--- src/rtl/hwmod_reset_ctrl.sv ---
// Core reset controller: stretches VRASED/CASU violation requests into a clean
// core reset, records sticky causes, counts events and supervises handler entry.
module hwmod_reset_ctrl #(
   parameter int          STRETCH_CYCLES = 16,
   parameter int          TIMEOUT_CYCLES = 64,
   parameter int          CNT_WIDTH      = 8,
   parameter logic [15:0] RESET_HANDLER  = 16'h0000
) (
   input  logic                 clk,
   input  logic                 reset,
   input  logic                 vrased_reset,
   input  logic                 casu_reset,
   input  logic [15:0]          pc,
   input  logic                 cause_clr,
   output logic                 core_reset,
   output logic [2:0]           cause,
   output logic [CNT_WIDTH-1:0] viol_count,
   output logic                 busy
);

   localparam int MAX_CYCLES = (STRETCH_CYCLES > TIMEOUT_CYCLES) ? STRETCH_CYCLES : TIMEOUT_CYCLES;
   localparam int CTR_W      = (MAX_CYCLES > 2) ? $clog2(MAX_CYCLES) : 1;

   localparam logic [CTR_W-1:0]     STRETCH_LOAD = CTR_W'(STRETCH_CYCLES - 1);
   localparam logic [CTR_W-1:0]     TIMEOUT_LOAD = CTR_W'(TIMEOUT_CYCLES - 1);
   localparam logic [CTR_W-1:0]     CTR_ONE      = CTR_W'(1);
   localparam logic [CNT_WIDTH-1:0] CNT_MAX      = '1;
   localparam logic [CNT_WIDTH-1:0] CNT_ONE      = CNT_WIDTH'(1);

   typedef enum logic [1:0] {
      ST_IDLE = 2'd0,
      ST_HOLD = 2'd1,
      ST_WAIT = 2'd2
   } state_t;

   state_t                 state_q, state_d;
   logic [CTR_W-1:0]       ctr_q, ctr_d;
   logic                   core_reset_q, core_reset_d;
   logic [2:0]             cause_q, cause_d;
   logic [CNT_WIDTH-1:0]   viol_count_q, viol_count_d;
   logic                   busy_q, busy_d;

   logic                   req;
   logic [2:0]             cause_set;
   logic                   new_event;

   always_comb begin
      req          = vrased_reset | casu_reset;
      state_d      = state_q;
      ctr_d        = ctr_q;
      cause_set    = 3'b000;
      new_event    = 1'b0;

      case (state_q)
         ST_IDLE: begin
            if (req) begin
               state_d   = ST_HOLD;
               ctr_d     = STRETCH_LOAD;
               cause_set = {1'b0, casu_reset, vrased_reset};
               new_event = 1'b1;
            end
         end
         ST_HOLD: begin
            // A request while holding extends the same event: reload, no count.
            if (req) begin
               ctr_d     = STRETCH_LOAD;
               cause_set = {1'b0, casu_reset, vrased_reset};
            end else if (ctr_q == '0) begin
               state_d = ST_WAIT;
               ctr_d   = TIMEOUT_LOAD;
            end else begin
               ctr_d = ctr_q - CTR_ONE;
            end
         end
         ST_WAIT: begin
            if (req) begin
               state_d   = ST_HOLD;
               ctr_d     = STRETCH_LOAD;
               cause_set = {1'b0, casu_reset, vrased_reset};
               new_event = 1'b1;
            end else if (pc == RESET_HANDLER) begin
               state_d = ST_IDLE;
            end else if (ctr_q == '0) begin
               state_d   = ST_HOLD;
               ctr_d     = STRETCH_LOAD;
               cause_set = 3'b100;
               new_event = 1'b1;
            end else begin
               ctr_d = ctr_q - CTR_ONE;
            end
         end
         default: begin
            state_d = ST_IDLE;
         end
      endcase

      // Set beats clear on the same bit; untouched bits still clear.
      cause_d      = (cause_clr ? 3'b000 : cause_q) | cause_set;
      viol_count_d = (new_event && (viol_count_q != CNT_MAX)) ? viol_count_q + CNT_ONE
                                                               : viol_count_q;
      core_reset_d = (state_d == ST_HOLD);
      busy_d       = (state_d != ST_IDLE);
   end

   always_ff @(posedge clk) begin
      if (reset) begin
         state_q      <= ST_HOLD;
         ctr_q        <= STRETCH_LOAD;
         core_reset_q <= 1'b1;
         cause_q      <= 3'b000;
         viol_count_q <= '0;
         busy_q       <= 1'b1;
      end else begin
         state_q      <= state_d;
         ctr_q        <= ctr_d;
         core_reset_q <= core_reset_d;
         cause_q      <= cause_d;
         viol_count_q <= viol_count_d;
         busy_q       <= busy_d;
      end
   end

   assign core_reset = core_reset_q;
   assign cause      = cause_q;
   assign viol_count = viol_count_q;
   assign busy       = busy_q;

endmodule

--- config.mk ---
export PLATFORM = sky130hd
export DESIGN_NAME = hwmod_reset_ctrl
export DESIGN_NICKNAME = d
export VERILOG_FILES = /design/src/rtl/hwmod_reset_ctrl.sv
export SDC_FILE = /design/constraint.sdc
export NUM_CORES = 1
export LEC_CHECK = 0
export BUFFER_PORTS_ARGS = -buffer_cell sky130_fd_sc_hd__buf_2
export CORE_MARGIN = 3
export CORE_UTILIZATION = 55
export DETAILED_ROUTE_END_ITERATION = 8
export GPL_TIMING_DRIVEN = 0
export HOLD_SLACK_MARGIN = 0.03
export PLACE_DENSITY_LB_ADDON = 0.3
export SLEW_MARGIN = 30
export SYNTH_ARGS = -nofsm -noshare
export SYNTH_HDL_FRONTEND = slang
export SYNTH_SLANG_ARGS = --single-unit
--- constraint.sdc ---
create_clock -name clk -period 3.5 [get_ports clk]
set_input_delay 0.35 -clock clk [delete_from_list [all_inputs] [get_ports clk]]
set_output_delay 0.35 -clock clk [all_outputs]
set_load 0.005 [all_outputs]
==> key figures <==
Outcome
  – Status: complete, no violations

STA
  – Slew headroom: 56.28%
  – Setup TNS: 0 ns
  – Fmax: 454.7 MHz
  – Final Cycle Share: 62.84%
  – Hold Slack: 0.2729 ns
  – Final hold violation count: 0
  – Actual slew at the worst max-slew pin: 0.6534 ns
  – Clk_skew: 0.001459 ns
  – Max-slew violation count: 0
  – RSZ-0062 raised after global routing: no
  – Minimum clock period: 2.199 ns
  – Final setup fails: 0
  – PnR worst setup slack: 1.301 ns

Worst setup path
  – WP data required: 3.71 ns
  – Slowest cell on crit path: a211oi_2
  – Critical path, cell by cell: inv_1 -> ha_1 -> nor4b_4 -> a21oi_2 -> a211oi_2 -> nand4_1 -> mux2_1
  – Buf/Inv on CP: 1
  – Crit Path Max Fanout: 6
  – Critical path data arrival time: 2.41 ns
  – Setup CP Type: reg -> reg
  – Crit end category: flop
  – Critical path launch point type: flop
  – Cell family with most CP delay: compound AO/OA/AOI/OAI gates
  – Critical path's largest stage delay: 0.46 ns

Hold path
  – Min-delay worst type: in -> reg

Logic synthesis
  – Mapped Area: 0.001246 mm^2
  – Yosys top cell by area: dfxtp_1
  – Most frequent cells after synthesis: dfxtp_1, nor2_1, inv_1
  – Most common cell in the netlist: dfxtp_1
  – Post-synth EDFFs: 0
  – Most area-consuming cells after synthesis: dfxtp_1, ha_1, nor2_1
  – Post-synthesis sequential area ratio: 33.73%
  – Mean Syn Cell Area: 8.364 um^2
  – Yosys reg bits: 21
  – Syn Inst Count: 149
  – Async S/R FF share, synth: 0%
  – Top FF cell, synth: dfxtp_1
  – Synth top area share: 33.73%
  – Yosys cell types: 48
  – Ys Warns: 0
  – Syn_nets: 177

Placed design
  – Global placement routability congestion: 0.9297
  – # port buffers: 33
  – Pre-CTS WS: 1.353 ns
  – DP HPWL: 2.373 mm

Pwr
  – NetSw: 0.1599 mW
  – Pwr Density: 350.1 mW/mm^2
  – Sequential share of power: 52.2%
  – Clock group share of total power: 23.7%
  – Internal power: 0.3552 mW
  – Sw frac: 31.05%
  – Leak: 0.6648 nW
  – VDD IR-drop max: 0.0002334 V
  – Logic pwr share: 24.1%

Detailed routing
  – WL per Instance: 14.71 um
  – Remaining DRCs: 0
  – Via/cell ratio: 6.282
  – Post-DRT Antenna Nets: 0
  – Detailed Route WL: 3.134 mm
  – Via count: 1338
  – Drt first pass iters: 4
  – Iteration-0 DRC Markers: 33

Clocking
  – Setup Fix Bufs, Post-CTS: 0
  – Clock Pin Slew Worst Setup and Hold Paths: 0.12 ns
  – H-tree depth: 1
  – Worst skew pair latency: 0.31 ns
  – Clock Tree Root: clkbuf_4
  – Clock Path Buffers: 2
  – CTS tree: built
  – Num CTS Buffers: 3
  – CTS Sinks: 21
  – Hold_buf cts: 0
  – CTS resizes: 0

Final layout
  – Layout cells sized above 1: 22.58%
  – Fillers: 162
  – Layout net count: 215
  – FF/Latch Area: 420.4 um^2
  – Area occupied by multi-input gates: 754.5 um^2
  – Area grow syn2layout: 18.07%
  – # diodes: 0

Die
  – Die Y: 53.60 um
  – Initial core utilization: 60.44%
  – Core footprint: 0.002062 mm^2
  – I/O pin cnt: 34
  – Num rows: 16
  – Die W: 53.60 um
  – Die area: 0.002873 mm^2

Global route
  – Largest net degree at the start of global routing: 12
  – Antenna violations before repair: 0
  – Overflow after GRT: 0
  – Global-route wire length before repair: 5.216 mm
  – Number of global-route vias before repair: 1231
  – Tot GR Track Use: 24.61%

Job
  – Max-Cap Viols: 0
==> power by group through the flow <==
stage                     clock network, mW  registers, mW  logic, mW
after floorplan                           0          0.273     0.0810
after global placement                    0          0.272      0.117
after detailed placement                  0          0.274      0.122
after CTS                             0.125          0.268      0.123
after global routing                  0.137          0.271      0.140
final                                 0.122          0.269      0.124
==> registers in the layout, summed over array words and instances (netlist names) <==
name,count
state_q,2
core_reset,1
ctr_q,6
busy,1
cause,3
viol_count,8
==> layout make-up <==
type,instances,area share (%)
Tap cell,27,2.296
Inverter,13,3.316
Timing Repair Buffer,33,11.22
Clock buffer,4,1.786
Buffer,4,1.531
Multi-Input combinational cell,111,51.28
Sequential cell,21,28.57
==> cell families (layout without fill, tap and decap cells) <==
group,Yosys count,in the layout,share of synthesized area (%)
flops,21,21,33.73
xor+xnor,2,2,1.406
simple gates,55,55,24.40
compound gates,45,45,25.90
fa+ha+maj,7,7,7.028
buf+inv,17,54,5.723
mux,2,2,1.807
==> per-layer routing <==
metal / part of all wire, % / track usage, % / vias to the layer above
li1: - / - / 635
met1: 43 / 29.37 / 633
met2: 48 / 42.65 / 61
met3: 6.5 / 3.047 / 9
met4: 2.5 / 13.19 / 0
met5: 0 / 0 / -
==> final timing paths <==
check / from / to / slack, ns / cells after the start
max reg2reg: ctr_q[1] / viol_count[6] / 1.30 / 7
min: casu_reset / cause[1] / 0.27 / 2
min reg2reg: cause[1] / cause[1] / 0.49 / 1
max: ctr_q[1] / viol_count[6] / 1.30 / 7
==> through the flow <==
step                      power (mW)  utilization [%]  cell area [um^2]  instances
final                         0.5151            71.36              1471        213
after global routing          0.5481            71.36              1471        213
after CTS                     0.5166            71.36              1471        213
after floorplan               0.3539                -              1246        149
after global placement        0.3899            70.09              1445        209
after detailed placement      0.3962            70.09              1445        209
==> cells in the final DEF (no fill, tap or decap), types with 4 or more instances in the layout <==
master	n
nor3_1	5
buf_2	33
inv_1	13
clkbuf_1	4
ha_1	7
nand2_1	6
or3_1	4
nor4_1	6
o21ai_0	5
a21oi_1	9
nor2_1	15
nand3_1	5
dfxtp_1	21
(Power assumes the default switching activity.)
